$ cat src/rtl/rv_imem_pkg.sv
// Shared types for the halfword-addressed instruction memory responder.
package rv_imem_pkg;

  localparam int WAIT_CNT_W = 4;

  typedef logic [WAIT_CNT_W-1:0] wait_cnt_t;

  typedef enum logic [1:0] {
    S_IDLE,
    S_WAIT,
    S_LO
  } imem_state_t;

  // A halfword address is word-aligned when its halfword-select bit is clear.
  function automatic logic hw_is_aligned(input logic hw_sel);
    return ~hw_sel;
  endfunction

endpackage

$ cat src/rtl/rv_fetch_imem_hold.sv
// Upper-half staging register for misaligned fetches, tagged with the word it holds.
// Hit reuse is only reported when FLEXRV_IMEM_HOLD_REUSE_EN is defined.
module rv_fetch_imem_hold
  import rv_imem_pkg::*;
#(
  parameter int WORD_W = 14
) (
  input  logic              i_clk,
  input  logic              i_reset,
  input  logic              i_rd_en,
  input  logic [WORD_W-1:0] i_rd_idx,
  input  logic [15:0]       i_mem_rdata_hi,
  input  logic [WORD_W-1:0] i_lookup_idx,
  output logic              o_hit,
  output logic [15:0]       o_hold_hi
);

`ifdef FLEXRV_IMEM_HOLD_REUSE_EN
  localparam bit REUSE_EN = 1'b1;
`else
  localparam bit REUSE_EN = 1'b0;
`endif

  logic              pend_q, pend_d;
  logic [WORD_W-1:0] pend_idx_q, pend_idx_d;
  logic              tag_vld_q, tag_vld_d;
  logic [WORD_W-1:0] tag_idx_q, tag_idx_d;
  logic [15:0]       hold_hi_q, hold_hi_d;

  always_comb begin
    pend_d     = i_rd_en;
    pend_idx_d = i_rd_idx;
    tag_vld_d  = tag_vld_q | pend_q;
    tag_idx_d  = pend_q ? pend_idx_q : tag_idx_q;
    hold_hi_d  = pend_q ? i_mem_rdata_hi : hold_hi_q;
  end

  // The lookup compares against the tag the register will carry next cycle,
  // so a read still in flight counts; that is when its data is consumed.
  assign o_hit     = REUSE_EN && tag_vld_d && (tag_idx_d == i_lookup_idx);
  assign o_hold_hi = hold_hi_q;

  always_ff @(posedge i_clk) begin
    if (i_reset) begin
      pend_q    <= 1'b0;
      tag_vld_q <= 1'b0;
    end else begin
      pend_q    <= pend_d;
      tag_vld_q <= tag_vld_d;
    end
  end

  always_ff @(posedge i_clk) begin
    pend_idx_q <= pend_idx_d;
    tag_idx_q  <= tag_idx_d;
    hold_hi_q  <= hold_hi_d;
  end

endmodule

$ cat src/rtl/rv_fetch_imem.sv
// Fetch-port responder returning 32-bit instructions at halfword addresses from word memory.
// Optional single-read misaligned reuse: define FLEXRV_IMEM_HOLD_REUSE_EN.
module rv_fetch_imem
  import rv_imem_pkg::*;
#(
  parameter int IADDR_SPACE_BITS = 16,
  parameter int WAIT_STATES      = 0
) (
  input  logic                          i_clk,
  input  logic                          i_reset,
  input  logic                          i_cyc,
  input  logic [IADDR_SPACE_BITS-1:1]   i_addr,
  output logic                          o_ack,
  output logic [31:0]                   o_instruction,
  output logic                          o_mem_re,
  output logic [IADDR_SPACE_BITS-1:2]   o_mem_addr,
  input  logic [31:0]                   i_mem_rdata
);

  localparam int        WORD_W   = IADDR_SPACE_BITS - 2;
  localparam wait_cnt_t WAIT_LIM = wait_cnt_t'(WAIT_STATES);

  imem_state_t       state_q, state_d;
  wait_cnt_t         wait_cnt_q, wait_cnt_d;
  logic              aligned_q, aligned_d;
  logic [WORD_W-1:0] w, w_next;
  logic              aligned;
  logic              hit;
  logic              serve;
  logic              ack_c, re_c;
  logic [WORD_W-1:0] addr_c;
  logic [15:0]       hold_hi;

  assign w       = i_addr[IADDR_SPACE_BITS-1:2];
  assign w_next  = w + WORD_W'(1);
  assign aligned = hw_is_aligned(i_addr[1]);

  always_comb begin
    state_d    = state_q;
    wait_cnt_d = wait_cnt_q;
    aligned_d  = aligned;
    serve      = 1'b0;
    ack_c      = 1'b0;
    re_c       = 1'b0;
    addr_c     = w;

    case (state_q)
      S_IDLE: begin
        if (i_cyc) begin
          if (WAIT_STATES != 0) begin
            state_d    = S_WAIT;
            wait_cnt_d = wait_cnt_t'(1);
          end else begin
            serve = 1'b1;
          end
        end
      end
      S_WAIT: begin
        if (!i_cyc) begin
          state_d    = S_IDLE;
          wait_cnt_d = '0;
        end else if (wait_cnt_q == WAIT_LIM) begin
          serve      = 1'b1;
          wait_cnt_d = '0;
        end else begin
          wait_cnt_d = wait_cnt_q + wait_cnt_t'(1);
        end
      end
      S_LO: begin
        state_d = S_IDLE;
        if (i_cyc) begin
          re_c   = 1'b1;
          ack_c  = 1'b1;
          addr_c = w_next;
        end
      end
      default: state_d = S_IDLE;
    endcase

    // A miss reads the low word now and the high word from S_LO next cycle.
    if (serve) begin
      re_c = 1'b1;
      if (aligned) begin
        ack_c   = 1'b1;
        state_d = S_IDLE;
      end else if (hit) begin
        ack_c   = 1'b1;
        addr_c  = w_next;
        state_d = S_IDLE;
      end else begin
        state_d = S_LO;
      end
    end
  end

  assign o_ack      = ack_c & ~i_reset;
  assign o_mem_re   = re_c & ~i_reset;
  assign o_mem_addr = addr_c;

  rv_fetch_imem_hold #(
    .WORD_W(WORD_W)
  ) u_hold (
    .i_clk          (i_clk),
    .i_reset        (i_reset),
    .i_rd_en        (o_mem_re),
    .i_rd_idx       (o_mem_addr),
    .i_mem_rdata_hi (i_mem_rdata[31:16]),
    .i_lookup_idx   (w),
    .o_hit          (hit),
    .o_hold_hi      (hold_hi)
  );

  assign o_instruction = aligned_q ? i_mem_rdata : {i_mem_rdata[15:0], hold_hi};

  always_ff @(posedge i_clk) begin
    if (i_reset) begin
      state_q    <= S_IDLE;
      wait_cnt_q <= '0;
    end else begin
      state_q    <= state_d;
      wait_cnt_q <= wait_cnt_d;
    end
  end

  always_ff @(posedge i_clk) begin
    aligned_q <= aligned_d;
  end

`ifndef SYNTHESIS
  a_addr_stable: assert property (@(posedge i_clk) disable iff (i_reset)
    (i_cyc && !o_ack) |=> (!i_cyc || $stable(i_addr)))
    else $error("i_addr changed while request pending");
`endif

endmodule

$ cat config.mk
export PLATFORM = sky130hd
export DESIGN_NAME = rv_fetch_imem
export DESIGN_NICKNAME = d
export VERILOG_FILES = /design/src/rtl/rv_imem_pkg.sv /design/src/rtl/rv_fetch_imem_hold.sv /design/src/rtl/rv_fetch_imem.sv
export SDC_FILE = /design/constraint.sdc
export NUM_CORES = 1
export LEC_CHECK = 0
export ABC_CLOCK_PERIOD_IN_PS = 1150
export BUFFER_PORTS_ARGS = -buffer_cell sky130_fd_sc_hd__buf_4
export CORE_ASPECT_RATIO = 1.75
export CORE_UTILIZATION = 35
export DETAILED_ROUTE_END_ITERATION = 10
export PLACE_DENSITY = 0.78
export SLEW_MARGIN = 20
export SYNTH_ARGS = -nofsm -noshare
export SYNTH_HDL_FRONTEND = slang
export SYNTH_SLANG_ARGS = --single-unit
$ cat constraint.sdc
create_clock -name i_clk -period 1.15 [get_ports i_clk]
set_clock_uncertainty 0.1 [all_clocks]
set_input_delay 0.115 -clock i_clk [delete_from_list [all_inputs] [get_ports i_clk]]
set_output_delay 0.115 -clock i_clk [all_outputs]
set_load 0.01 [all_outputs]
==> summary.txt <==
Layout
  • Area delta synth->final: 129%
  • Diode count: 0
  • Footprint of the multi-input gates: 896 µm²
  • Area of all placed cells without fillers: 2820 µm²
  • Filler Cell Count: 171
  • Cell Count, Final, Fillers Out: 281
  • Area of all sequential standard cells: 548 µm²
  • Most used cells in the layout excluding fill and tap cells: sky130_fd_sc_hd__buf_4, sky130_fd_sc_hd__mux2_4, sky130_fd_sc_hd__buf_6, sky130_fd_sc_hd__dlygate4sd3_1, sky130_fd_sc_hd__edfxtp_1
  • Share of layout cells above drive strength 1: 71.6%
  • Most common library cell in the layout ignoring fill and taps: sky130_fd_sc_hd__buf_4
  • Final net count: 288
  • Fin util: 83.9%

Pwr
  • Reg power frac: 36.7%
  • Worst vdd ir: 0.541 mV
  • Static leakage: 0.00135 µW
  • Psw: 586 µW
  • Part of the total power dissipated in combinational logic: 41.9%
  • Clock power share: 21.4%
  • Switching part of the total power: 27.0%
  • Pwr per Cell Area: 769 nW/µm²
  • Internal power contribution: 1580 µW

Clock network
  • Clock tree from TritonCTS: yes
  • Root Buffer Master: sky130_fd_sc_hd__clkbuf_8
  • Max clock buf depth: 2
  • TritonCTS Buffers: 3
  • CTS sink cnt: 19
  • Deepest level of the CTS H-tree: 1
  • Clk_lat worst skew: 0.25 ns
  • Reg clk slew, reported paths: 0.07 ns

Synthesis
  • Per-instance average area after synthesis: 12.2 µm²
  • Number of register bits inferred by synthesis: 19
  • Cells after synthesis: 101
  • Number of synthesis warnings: 0
  • Mapped cell area: 1230 µm²
  • Proportion of synthesized chip area in sequential cells: 43.9%
  • Count of different cell masters after synthesis: 20
  • Synthesized netlist net count: 152

Drt
  • Routed wire length per instance: 20.6 µm
  • Post-route DRC violation count: 0
  • Detailed Route Iter0 Violations: 16
  • Detailed Routing Iterations Pass 1: 4
  • Detailed-route via count: 1,437
  • Number of routed nets with antenna violations: 0
  • Sum of routed wire length over all layers: 5790 µm
  • Via-to-Cell Ratio: 5.11

Run status
  • Failing checks: setup timing
  • Outcome: complete, but fails checks

Timing
  • Minimum clock period after layout: 1.63 ns
  • Fin. max-slew vios: 0
  • Worst max-slew margin expressed relative to the limit: 69.9%
  • Upper clock frequency limit: 615 MHz
  • Setup violations, final: 47
  • RSZ-0062 raised after global routing: yes
  • Slew @ Worst Pin: 0.450 ns
  • Final worst slack: -0.475 ns
  • Number of hold violations in the final report: 0
  • Tcrit/Tclk final: 141%

Worst setup path
  • Kind of end point of the critical path: primary output
  • Maximum fanout along the worst path: 5
  • Max stage delay cell, worst path: sky130_fd_sc_hd__dfxtp_4
  • Worst-path cell chain: nand4_4 -> nor3_2 -> xor2_1 -> buf_4
  • Reg-to-reg setup timing slack: 0.23 ns
  • Required time of the worst setup path: 0.94 ns
  • Logic depth of the worst path, buffers included: 4
  • Crit start category: flop
  • Critical path class: flop to primary output
  • Stage delay of the slowest cell on the critical path: 0.38 ns
  • CP delay by family, top: simple AND/OR/NAND/NOR gates
  • Worst R2R Start: state_q[1]$_SDFFE_PP0P_
  • Critical path origin: state_q[1]$_SDFFE_PP0P_
  • Crit path to: o_mem_addr[10]
  • Worst EP arrival: 1.41 ns
  • Buffer and inverter count on the worst path: 1
  • Cell count of the worst reg-to-reg path: 3
  • Worst R2R End: state_q[1]$_SDFFE_PP0P_

Floorplan
  • Io pins: 98
  • Placeable core area: 3360 µm²
  • Die Outline Area: 3770 µm²
  • Num rows: 28
  • Die Span X: 46.9 µm
  • Effective utilization at floorplan: 36.6%
  • Height of the die: 80.5 µm

Placement
  • Final Wtd Congestion: 0.834
  • HPWL Detailed: 3310 µm
  • Placed cells: 254
  • Post-Place Cell Area: 2170 µm²
  • Port bufs: 97

GRT
  • Number of antenna violations at the first check in global routing: 0
  • Global-route wire length before repair: 7620 µm
  • GR Util All Layers: 28.8%
  • Number of global-route vias before repair: 1,547
  • Total gr overflow: 0
  • Maximum number of pins on one net before global-route repair: 17

Hold path
  • Worst min-delay path category: input port to flop

Run
  • Maximum Capacitance Violations: 0
==> area by class of cell <==
| cell class | instances | area share [%] |
|---|---|---|
| well taps | 45 | 2.00 |
| flip-flops and latches | 19 | 19.4 |
| multi-input cells | 76 | 31.8 |
| inverters | 3 | 0.399 |
| clock buffers | 4 | 1.60 |
| repair buffers | 134 | 44.8 |
==> worst reg2reg max path, stage by stage (launching register included) <==
cell	delay (ns)
sky130_fd_sc_hd__dfxtp_4	0.36
sky130_fd_sc_hd__buf_4	0.15
sky130_fd_sc_hd__nor2_2	0.12
sky130_fd_sc_hd__and2_1	0.13
==> power by group through the flow <==
stage | Sequential [µW] | Clock, µW | Combinational, µW
after global routing | 798 | 498 | 951
after global placement | 803 | 0 | 621
after floorplan | 808 | 0 | 238
after detailed placement | 805 | 0 | 647
final | 796 | 463 | 909
after CTS | 791 | 461 | 819
==> repair_timing <==
| action | 4_1_cts | 5_1_grt |
|---|---|---|
| gates resized for setup | 62 | 20 |
| cloned | 2 | 2 |
| hold buffers | 18 | 0 |
| pin swaps | 5 | 2 |
| endpoints found under the setup margin | 47 | 47 |
| endpoints found under the hold margin | 18 | 0 |
| setup buffers | 0 | 1 |
==> routing by layer <==
metal	part of all wire [%]	up-vias	GRT usage [%]
li1	-	646	-
met1	32	692	28.3
met2	58	85	53.9
met3	7.6	14	6.29
met4	2.3	0	11.7
met5	0	-	0
==> registers in the layout, indices dropped and copies added, names as in the netlist <==
name,cells
u_hold.pend_q,1
aligned_q,1
u_hold.o_hold_hi,16
state_q,1
==> per-stage QoR <==
stage / hold slack [ns] / setup TNS, ns / worst slack (ns) / total power [µW]
after global routing: 0.0854 / -18.61 / -0.521 / 2250
after global placement: 0.181 / -4.42 / -0.206 / 1420
final: 0.0861 / -17.01 / -0.475 / 2170
after floorplan: 0.0866 / -0.486 / -0.145 / 1050
after CTS: 0.0652 / -16.41 / -0.450 / 2070
after detailed placement: 0.189 / -5.51 / -0.261 / 1450
==> worst min-delay path by stage <==
stage,depth (start not counted),end,from
floorplan,1,u_hold.pend_q$_SDFF_PP0_,i_reset
global placement,2,u_hold.pend_q$_SDFF_PP0_,i_reset
detailed placement,2,u_hold.pend_q$_SDFF_PP0_,i_reset
CTS,3,state_q[1]$_SDFFE_PP0P_,i_reset
global route,3,state_q[1]$_SDFFE_PP0P_,i_reset
finish,3,state_q[1]$_SDFFE_PP0P_,i_reset
==> cell families after synthesis <==
family        count (synthesis)  share of synthesized area, %
mux                          33                          30.2
simple gates                 28                          13.3
flops                        19                          43.9
xor+xnor                     13                          9.24
buf+inv                       7                          2.44
fa+ha+maj                     1                          1.02
==> synthesized netlist by cell type (all sizes together) <==
cell type	instances	area, µm²
nand3	5	25.0
and2	1	6.26
mux2	33	372
inv	3	11.3
ha	1	12.5
nor2b	3	18.8
and3	2	12.5
nor2	2	7.51
clkbuf	1	3.75
xor2	8	70.1
dfxtp	3	60.1
nand2	4	15.0
buf	3	15.0
xnor2	5	43.8
nand4	3	33.8
edfxtp	16	480
nor3	4	20.0
nor4	4	25.0
(Power assumes the default switching activity.)
